--- src/rtl/mul_arb_if.sv ---
// mul_arb_if: bundles the requester-side and multiplier-side signals of mul_arb.
// slave  = arbiter view, master = environment view (requesters + multiplier).
interface mul_arb_if #(
   parameter int XLEN = 32,
   parameter int N    = 4
);
   logic [N-1:0]      rq_valid_i;
   logic [N*XLEN-1:0] rq_a_i;
   logic [N*XLEN-1:0] rq_b_i;
   logic [N-1:0]      rq_ready_o;
   logic [N-1:0]      rsp_valid_o;
   logic [XLEN-1:0]   rsp_data_o;
   logic              rsp_err_o;
   logic [XLEN-1:0]   mul_a_o;
   logic [XLEN-1:0]   mul_b_o;
   logic              mul_req_o;
   logic              mul_ready_i;
   logic [XLEN-1:0]   mul_result_i;

   modport slave (
      input  rq_valid_i, rq_a_i, rq_b_i, mul_ready_i, mul_result_i,
      output rq_ready_o, rsp_valid_o, rsp_data_o, rsp_err_o,
             mul_a_o, mul_b_o, mul_req_o
   );

   modport master (
      output rq_valid_i, rq_a_i, rq_b_i, mul_ready_i, mul_result_i,
      input  rq_ready_o, rsp_valid_o, rsp_data_o, rsp_err_o,
             mul_a_o, mul_b_o, mul_req_o
   );
endinterface

--- src/rtl/mul_arb.sv ---
// mul_arb: round-robin arbiter/sequencer sharing one multi-cycle multiplier
// among N requesters. One operand pair is latched per grant, the multiplier
// request is held until its ready pulse, and the low product word is returned
// to the winner as a one-cycle one-hot response.
// Optional feature macro: MUL_ARB_TIMEOUT_EN (aborts a BUSY phase after
// TIMEOUT cycles without mul_ready_i, answering with data 0 and err 1).
module mul_arb #(
   parameter int XLEN    = 32,
   parameter int N       = 4,
   parameter int TIMEOUT = 64
) (
   input  logic      clk_i,
   input  logic      rst_i,
   mul_arb_if.slave  bus
);

   localparam int IW = (N > 1) ? $clog2(N) : 1;

   typedef enum logic [0:0] {
      ST_IDLE = 1'b0,
      ST_BUSY = 1'b1
   } state_t;

   state_t          r_state;
   state_t          w_state_nxt;
   logic [IW-1:0]   r_ptr;
   logic [IW-1:0]   r_id;
   logic            r_mul_req;
   logic [XLEN-1:0] r_mul_a;
   logic [XLEN-1:0] r_mul_b;
   logic [N-1:0]    r_rsp_valid;
   logic [XLEN-1:0] r_rsp_data;

   logic            w_found;
   logic [IW-1:0]   w_gnt_idx;
   logic [N-1:0]    w_rq_ready;
   logic            w_load;
   logic            w_done;
   logic            w_abort;
   logic            w_expire;

   // First set request at or above ptr, wrapping; returns {found, index}.
   // Scanning downward and overwriting leaves the nearest hit from ptr.
   function automatic logic [IW:0] rr_pick(input logic [N-1:0] valid,
                                           input logic [IW-1:0] ptr);
      logic [IW:0] res;
      int          idx;
      res = '0;
      for (int i = N - 1; i >= 0; i--) begin
         idx = (int'(ptr) + i) % N;
         if (valid[idx]) begin
            res = {1'b1, IW'(idx)};
         end
      end
      return res;
   endfunction

   assign {w_found, w_gnt_idx} = rr_pick(bus.rq_valid_i, r_ptr);

   // State register
   always_ff @(posedge clk_i or posedge rst_i) begin
      if (rst_i) begin
         r_state <= ST_IDLE;
      end else begin
         r_state <= w_state_nxt;
      end
   end

   // Next state: IDLE lasts exactly one cycle per grant, BUSY ends on ready or timeout
   always_comb begin
      w_state_nxt = r_state;
      case (r_state)
         ST_IDLE: begin
            if (w_found) begin
               w_state_nxt = ST_BUSY;
            end else begin
               w_state_nxt = ST_IDLE;
            end
         end
         ST_BUSY: begin
            if (bus.mul_ready_i || w_expire) begin
               w_state_nxt = ST_IDLE;
            end else begin
               w_state_nxt = ST_BUSY;
            end
         end
         default: w_state_nxt = ST_IDLE;
      endcase
   end

   // Outputs/strobes: accept pulse in IDLE, completion/abort strobes in BUSY
   always_comb begin
      w_rq_ready = '0;
      w_load     = 1'b0;
      w_done     = 1'b0;
      w_abort    = 1'b0;
      case (r_state)
         ST_IDLE: begin
            if (w_found) begin
               w_rq_ready[w_gnt_idx] = 1'b1;
               w_load                = 1'b1;
            end else begin
               w_load = 1'b0;
            end
         end
         ST_BUSY: begin
            // A ready arriving together with expiry is a normal completion.
            if (bus.mul_ready_i) begin
               w_done = 1'b1;
            end else if (w_expire) begin
               w_abort = 1'b1;
            end else begin
               w_done = 1'b0;
            end
         end
         default: begin
            w_load = 1'b0;
         end
      endcase
   end

   // Datapath: latch operands at grant, return product (or abort) to the owner
   always_ff @(posedge clk_i or posedge rst_i) begin
      if (rst_i) begin
         r_ptr       <= '0;
         r_id        <= '0;
         r_mul_req   <= 1'b0;
         r_mul_a     <= '0;
         r_mul_b     <= '0;
         r_rsp_valid <= '0;
         r_rsp_data  <= '0;
      end else begin
         r_rsp_valid <= '0;
         if (w_load) begin
            r_mul_a   <= bus.rq_a_i[int'(w_gnt_idx)*XLEN +: XLEN];
            r_mul_b   <= bus.rq_b_i[int'(w_gnt_idx)*XLEN +: XLEN];
            r_id      <= w_gnt_idx;
            r_ptr     <= IW'((int'(w_gnt_idx) + 1) % N);
            r_mul_req <= 1'b1;
         end else if (w_done) begin
            r_rsp_data        <= bus.mul_result_i;
            r_rsp_valid[r_id] <= 1'b1;
            r_mul_req         <= 1'b0;
         end else if (w_abort) begin
            r_rsp_data        <= '0;
            r_rsp_valid[r_id] <= 1'b1;
            r_mul_req         <= 1'b0;
         end else begin
            r_mul_req <= r_mul_req;
         end
      end
   end

`ifdef MUL_ARB_TIMEOUT_EN
   localparam int TW = (TIMEOUT > 1) ? $clog2(TIMEOUT) : 1;

   logic [TW-1:0] r_tcnt;
   logic          r_rsp_err;

   // BUSY-cycle counter, cleared on every grant
   always_ff @(posedge clk_i or posedge rst_i) begin
      if (rst_i) begin
         r_tcnt <= '0;
      end else if (w_load) begin
         r_tcnt <= '0;
      end else if (r_state == ST_BUSY) begin
         r_tcnt <= r_tcnt + TW'(1);
      end else begin
         r_tcnt <= r_tcnt;
      end
   end

   // Expiry on the TIMEOUT-th BUSY cycle
   assign w_expire = (r_state == ST_BUSY) && (r_tcnt == TW'(TIMEOUT - 1));

   // Error flag travels with the response; holds between responses
   always_ff @(posedge clk_i or posedge rst_i) begin
      if (rst_i) begin
         r_rsp_err <= 1'b0;
      end else if (w_done) begin
         r_rsp_err <= 1'b0;
      end else if (w_abort) begin
         r_rsp_err <= 1'b1;
      end else begin
         r_rsp_err <= r_rsp_err;
      end
   end

   assign bus.rsp_err_o = r_rsp_err;
`else
   // Without the timeout, BUSY waits for the multiplier indefinitely.
   assign w_expire      = 1'b0;
   assign bus.rsp_err_o = 1'b0;
`endif

   assign bus.rq_ready_o  = w_rq_ready;
   assign bus.rsp_valid_o = r_rsp_valid;
   assign bus.rsp_data_o  = r_rsp_data;
   assign bus.mul_a_o     = r_mul_a;
   assign bus.mul_b_o     = r_mul_b;
   assign bus.mul_req_o   = r_mul_req;

endmodule

--- src/flat_wrapper.sv ---
// flat-port wrapper written by rule: the top's interface ports become plain ports
module mul_arb_flat 
#(
   parameter int XLEN    = 32,
   parameter int N       = 4,
   parameter int TIMEOUT = 64
)
  (clk_i, rst_i, bus_rq_valid_i, bus_rq_a_i, bus_rq_b_i, bus_mul_ready_i, bus_mul_result_i, bus_rq_ready_o, bus_rsp_valid_o, bus_rsp_data_o, bus_rsp_err_o, bus_mul_a_o, bus_mul_b_o, bus_mul_req_o);
  mul_arb_if #(.XLEN(XLEN), .N(N)) bus_i ();
  input  logic clk_i;
  input  logic rst_i;
  input wire logic [$bits(bus_i.rq_valid_i)-1:0] bus_rq_valid_i;
  input wire logic [$bits(bus_i.rq_a_i)-1:0] bus_rq_a_i;
  input wire logic [$bits(bus_i.rq_b_i)-1:0] bus_rq_b_i;
  input wire logic [$bits(bus_i.mul_ready_i)-1:0] bus_mul_ready_i;
  input wire logic [$bits(bus_i.mul_result_i)-1:0] bus_mul_result_i;
  output wire logic [$bits(bus_i.rq_ready_o)-1:0] bus_rq_ready_o;
  output wire logic [$bits(bus_i.rsp_valid_o)-1:0] bus_rsp_valid_o;
  output wire logic [$bits(bus_i.rsp_data_o)-1:0] bus_rsp_data_o;
  output wire logic [$bits(bus_i.rsp_err_o)-1:0] bus_rsp_err_o;
  output wire logic [$bits(bus_i.mul_a_o)-1:0] bus_mul_a_o;
  output wire logic [$bits(bus_i.mul_b_o)-1:0] bus_mul_b_o;
  output wire logic [$bits(bus_i.mul_req_o)-1:0] bus_mul_req_o;
  assign bus_i.rq_valid_i = bus_rq_valid_i;
  assign bus_i.rq_a_i = bus_rq_a_i;
  assign bus_i.rq_b_i = bus_rq_b_i;
  assign bus_i.mul_ready_i = bus_mul_ready_i;
  assign bus_i.mul_result_i = bus_mul_result_i;
  assign bus_rq_ready_o = bus_i.rq_ready_o;
  assign bus_rsp_valid_o = bus_i.rsp_valid_o;
  assign bus_rsp_data_o = bus_i.rsp_data_o;
  assign bus_rsp_err_o = bus_i.rsp_err_o;
  assign bus_mul_a_o = bus_i.mul_a_o;
  assign bus_mul_b_o = bus_i.mul_b_o;
  assign bus_mul_req_o = bus_i.mul_req_o;
  mul_arb #(.XLEN(XLEN), .N(N), .TIMEOUT(TIMEOUT)) u_core (.clk_i(clk_i), .rst_i(rst_i), .bus(bus_i));
endmodule
--- config.mk ---
export PLATFORM = sky130hd
export DESIGN_NAME = mul_arb_flat
export DESIGN_NICKNAME = d
export VERILOG_FILES = /design/src/rtl/mul_arb_if.sv /design/src/rtl/mul_arb.sv /design/src/flat_wrapper.sv
export SDC_FILE = /design/constraint.sdc
export NUM_CORES = 1
export LEC_CHECK = 0
export BUFFER_PORTS_ARGS = -buffer_cell sky130_fd_sc_hd__buf_2
export CORE_AREA = 2 2 157 159
export DETAILED_ROUTE_END_ITERATION = 6
export DIE_AREA = 0 0 159 161
export REMOVE_ABC_BUFFERS = 1
export SKIP_CTS_REPAIR_TIMING = 1
export SLEW_MARGIN = 25
export SYNTH_ARGS = -nofsm -noshare
export SYNTH_HDL_FRONTEND = slang
export SYNTH_SLANG_ARGS = --single-unit
--- constraint.sdc ---
create_clock -name clk_i -period 7.7 [get_ports clk_i]
set_input_delay 0.77 -clock clk_i [delete_from_list [all_inputs] [get_ports clk_i]]
set_output_delay 0.77 -clock clk_i [all_outputs]
set_load 0.05 [all_outputs]
==> results.json <==
{
  "pin_count": 401,
  "swShare_pct": 51.3,
  "cts_root_buf": "clkbuf_16",
  "internal_power_w": 0.00139,
  "clk_path_buf_depth": 2,
  "ant_nets": 0,
  "fin_setup_tns_ns": 0,
  "worst-path-max-fanout": 66,
  "whs_ns": 0.492,
  "drtIter0Drc": 223,
  "io_buffers": 399,
  "hold_class": "in2async",
  "overflow": 0,
  "grt_pass1_vias": 5849,
  "track_usage_pct": 15.9,
  "cts_made_buffers": 9,
  "leakage_nw": 4.03,
  "total_power_w": 0.00286,
  "synth_seq_cells": 106,
  "tritoncts": "built",
  "cp_common_cell": "buf_2",
  "slowest_delay_ns": 0.63,
  "core-area_sq_um": 24000,
  "end_kind": "output pin",
  "p_switching_w": 0.00147,
  "die_h_um": 161,
  "p_comb_share_pct": 54.3,
  "syn_area_per_cell_sq_um": 10.4,
  "std_cell_rows": 57,
  "die-width_um": 159,
  "max_freq_mhz": 285,
  "via_per_inst": 4.54,
  "r2r_slack_ns": 5.07,
  "power_frac_clock_pct": 16.1,
  "r2r-end": "u_core.bus.mul_a_o[20]",
  "arrival_ns": 2.74,
  "slew_headroom_pct": 36.2,
  "grt_max_degree": 71,
  "period_needed_ns": 3.51,
  "rsz0062_at_grt": "false",
  "syn_inst": 543,
  "cts.sink_count": 106,
  "r2r_start": "u_core.r_ptr[0]",
  "yosys-top-cells-area": "dfrtp_1 47%, mux2i_1 12%, o2bb2ai_1 10%",
  "crit_type": "in2out",
  "htree_levels": 3,
  "clk_pin_slew_ns": 0.08,
  "start_util_pct": 23.5,
  "hold_viol": 0,
  "path_buf_inv": 3,
  "yosysSeqAreaShare_pct": 47.2,
  "yosysTopAreaCellShare_pct": 47.2,
  "cap_violations": 0,
  "drtPass1Iterations": 4,
  "finish.utilization_pct": 33.9,
  "place_hpwl_um": 15100,
  "ys.warnings.count": 0,
  "p_per_area_nw_per_um2": 352,
  "wl_per_cell_um": 16.6,
  "grt_first_pass_wirelength_um": 32200,
  "clk_latency_ns": 0.35,
  "fin_nets": 1209,
  "p_seq_share_pct": 29.6,
  "crit_slowest_cell": "buf_4",
  "drive_gt1_share_pct": 50.2,
  "postLayoutCellArea_sq_um": 8130,
  "routabilityCongestion": 0.784,
  "antenna_found_initial": 2,
  "status": "complete, no violations",
  "cp_top_family": "buffers and inverters",
  "drc_errors": 0,
  "setup_violations": 0,
  "ir_worst_vdd_v": 0.000132,
  "syn_area_sq_um": 5620,
  "worst_slew_pin_slew_ns": 0.957,
  "fillers": 2542,
  "r2r_cells": 6,
  "area_growth_pct": 44.5,
  "synth_top_area_cell": "dfrtp_1",
  "placed_cell_area_sq_um": 7840,
  "yosysUniqueCellTypes": 34,
  "vias": 5648,
  "die-area_sq_um": 25600,
  "period_share_pct": 45.6,
  "routed_wl_um": 20700,
  "slew_viol_final": 0,
  "start_kind": "input port",
  "crit_chain": "buf_2 > a21boi_1 > o221a_2 > buf_4 > nand2_1 > a21oi_1 > buf_2",
  "critPathRequiredTime_ns": 6.93,
  "clock_skew_ns": 0.0112
}
through the flow:
| step | std cells | setup slack (ns) |
|---|---|---|
| after floorplan | 496 | 1.36 |
| after global placement | 1227 | 4.20 |
| after detailed placement | 1227 | 4.18 |
| after CTS | 1243 | 4.16 |
| after global routing | 1243 | 3.96 |
| final | 1245 | 4.19 |
registers in the layout, summed over array words and instances, names as in the netlist:
name / flops
u_core.bus.mul_req_o: 1
u_core.bus.rsp_data_o: 32
u_core.r_ptr: 2
u_core.r_id: 2
u_core.r_state: 1
u_core.bus.mul_b_o: 32
u_core.bus.rsp_valid_o: 4
u_core.bus.mul_a_o: 32
final cells by class:
type                            count  area [sq um]  share of cell area, %
Antenna cell                        2          5.00                 0.0616
Clock buffer                        9           225                   2.77
Clock inverter                      7          58.8                  0.724
Inverter                            2          10.0                  0.123
Multi-Input combinational cell    388          2710                   33.4
Sequential cell                   106          2650                   32.6
Tap cell                          324           405                   4.99
Timing Repair Buffer              407          2060                   25.3
logic make-up (layout without fill, tap and decap cells):
logic type / Yosys count / in the layout / share of synthesized area, %
buf+inv: 49 / 425 / 5.25
xor+xnor: 1 / 1 / 0.156
flops: 106 / 106 / 47.2
mux: 98 / 98 / 18.2
simple gates: 149 / 149 / 10.5
other cells: 1 / 3 / 0.0667
compound gates: 139 / 139 / 18.7
worst reg2reg max path: cells and delay by family, from the launching register on:
kind | cells | cell delay (ns)
DFF | 1 | 0.46
and+or+nand+nor | 3 | 0.93
AOI/OAI and AO/OA | 2 | 0.52
buffers and inverters | 1 | 0.55
cell usage in the layout, fill, tap and decap left out, types with 2 or more instances in the layout:
cell type	n
nand2_1	135
nor2b_1	2
o2bb2ai_1	64
clkinv_2	2
dfrtp_1	106
buf_2	399
inv_8	2
clkbuf_16	9
nor2_4	2
buf_4	8
mux2i_1	66
mux2_2	32
inv_6	2
diode_2	2
a31oi_1	64
nor3_1	2
nor3b_1	2
cells in the mapped netlist:
master and n:
a21boi_0 1, a21boi_1 1, a21o_1 1, a21oi_1 2
a221o_1 1, a31oi_1 64, and2_1 1, and4_1 1
buf_1 9, buf_2 5, buf_4 7, buf_6 3
buf_8 5, clkbuf_1 18, conb_1 1, dfrtp_1 106
inv_1 2, mux2_2 32, mux2i_1 66, nand2_1 135
nor2_1 3, nor2b_1 2, nor3_1 2, nor3b_1 2
nor4_1 1, o21a_1 1, o21ai_0 1, o21bai_1 1
o221a_2 1, o221ai_2 1, o2bb2ai_1 64, or2_1 1
or3b_1 1, xnor2_1 1
power by group through the flow:
| stage | combinational, W | clock, W | sequential, W |
|---|---|---|---|
| after global placement | 0.00156 | 0 | 0.000852 |
| after floorplan | 0.000545 | 0 | 0.00148 |
| after CTS | 0.00157 | 0.000484 | 0.000849 |
| after global routing | 0.00165 | 0.000505 | 0.000874 |
| final | 0.00155 | 0.000460 | 0.000847 |
| after detailed placement | 0.00157 | 0 | 0.000856 |
metal layers:
layer | part of all wire, % | wire, um | track usage (%) | up-vias
li1 | - | - | - | 2732
met1 | 40 | 8280 | 18.6 | 2619
met2 | 51 | 10600 | 28.9 | 278
met3 | 7.3 | 1510 | 4.37 | 19
met4 | 1.6 | 333 | 3.84 | 0
met5 | 0 | 0 | 0 | -
worst max path at each step:
stage | from | to | slack, ns | depth (start not counted)
CTS | u_core.r_ptr[1] | bus_rq_ready_o[1] | 4.16 | 6
detailed placement | bus_rq_valid_i[1] | bus_rq_ready_o[1] | 4.18 | 7
global placement | bus_rq_valid_i[1] | bus_rq_ready_o[1] | 4.20 | 7
floorplan | bus_rq_valid_i[1] | bus_rq_ready_o[0] | 1.36 | 3
global route | u_core.r_ptr[1] | bus_rq_ready_o[1] | 3.96 | 6
finish | bus_rq_valid_i[1] | bus_rq_ready_o[1] | 4.19 | 7
No activity file was read; power rests on OpenSTA's default activity.
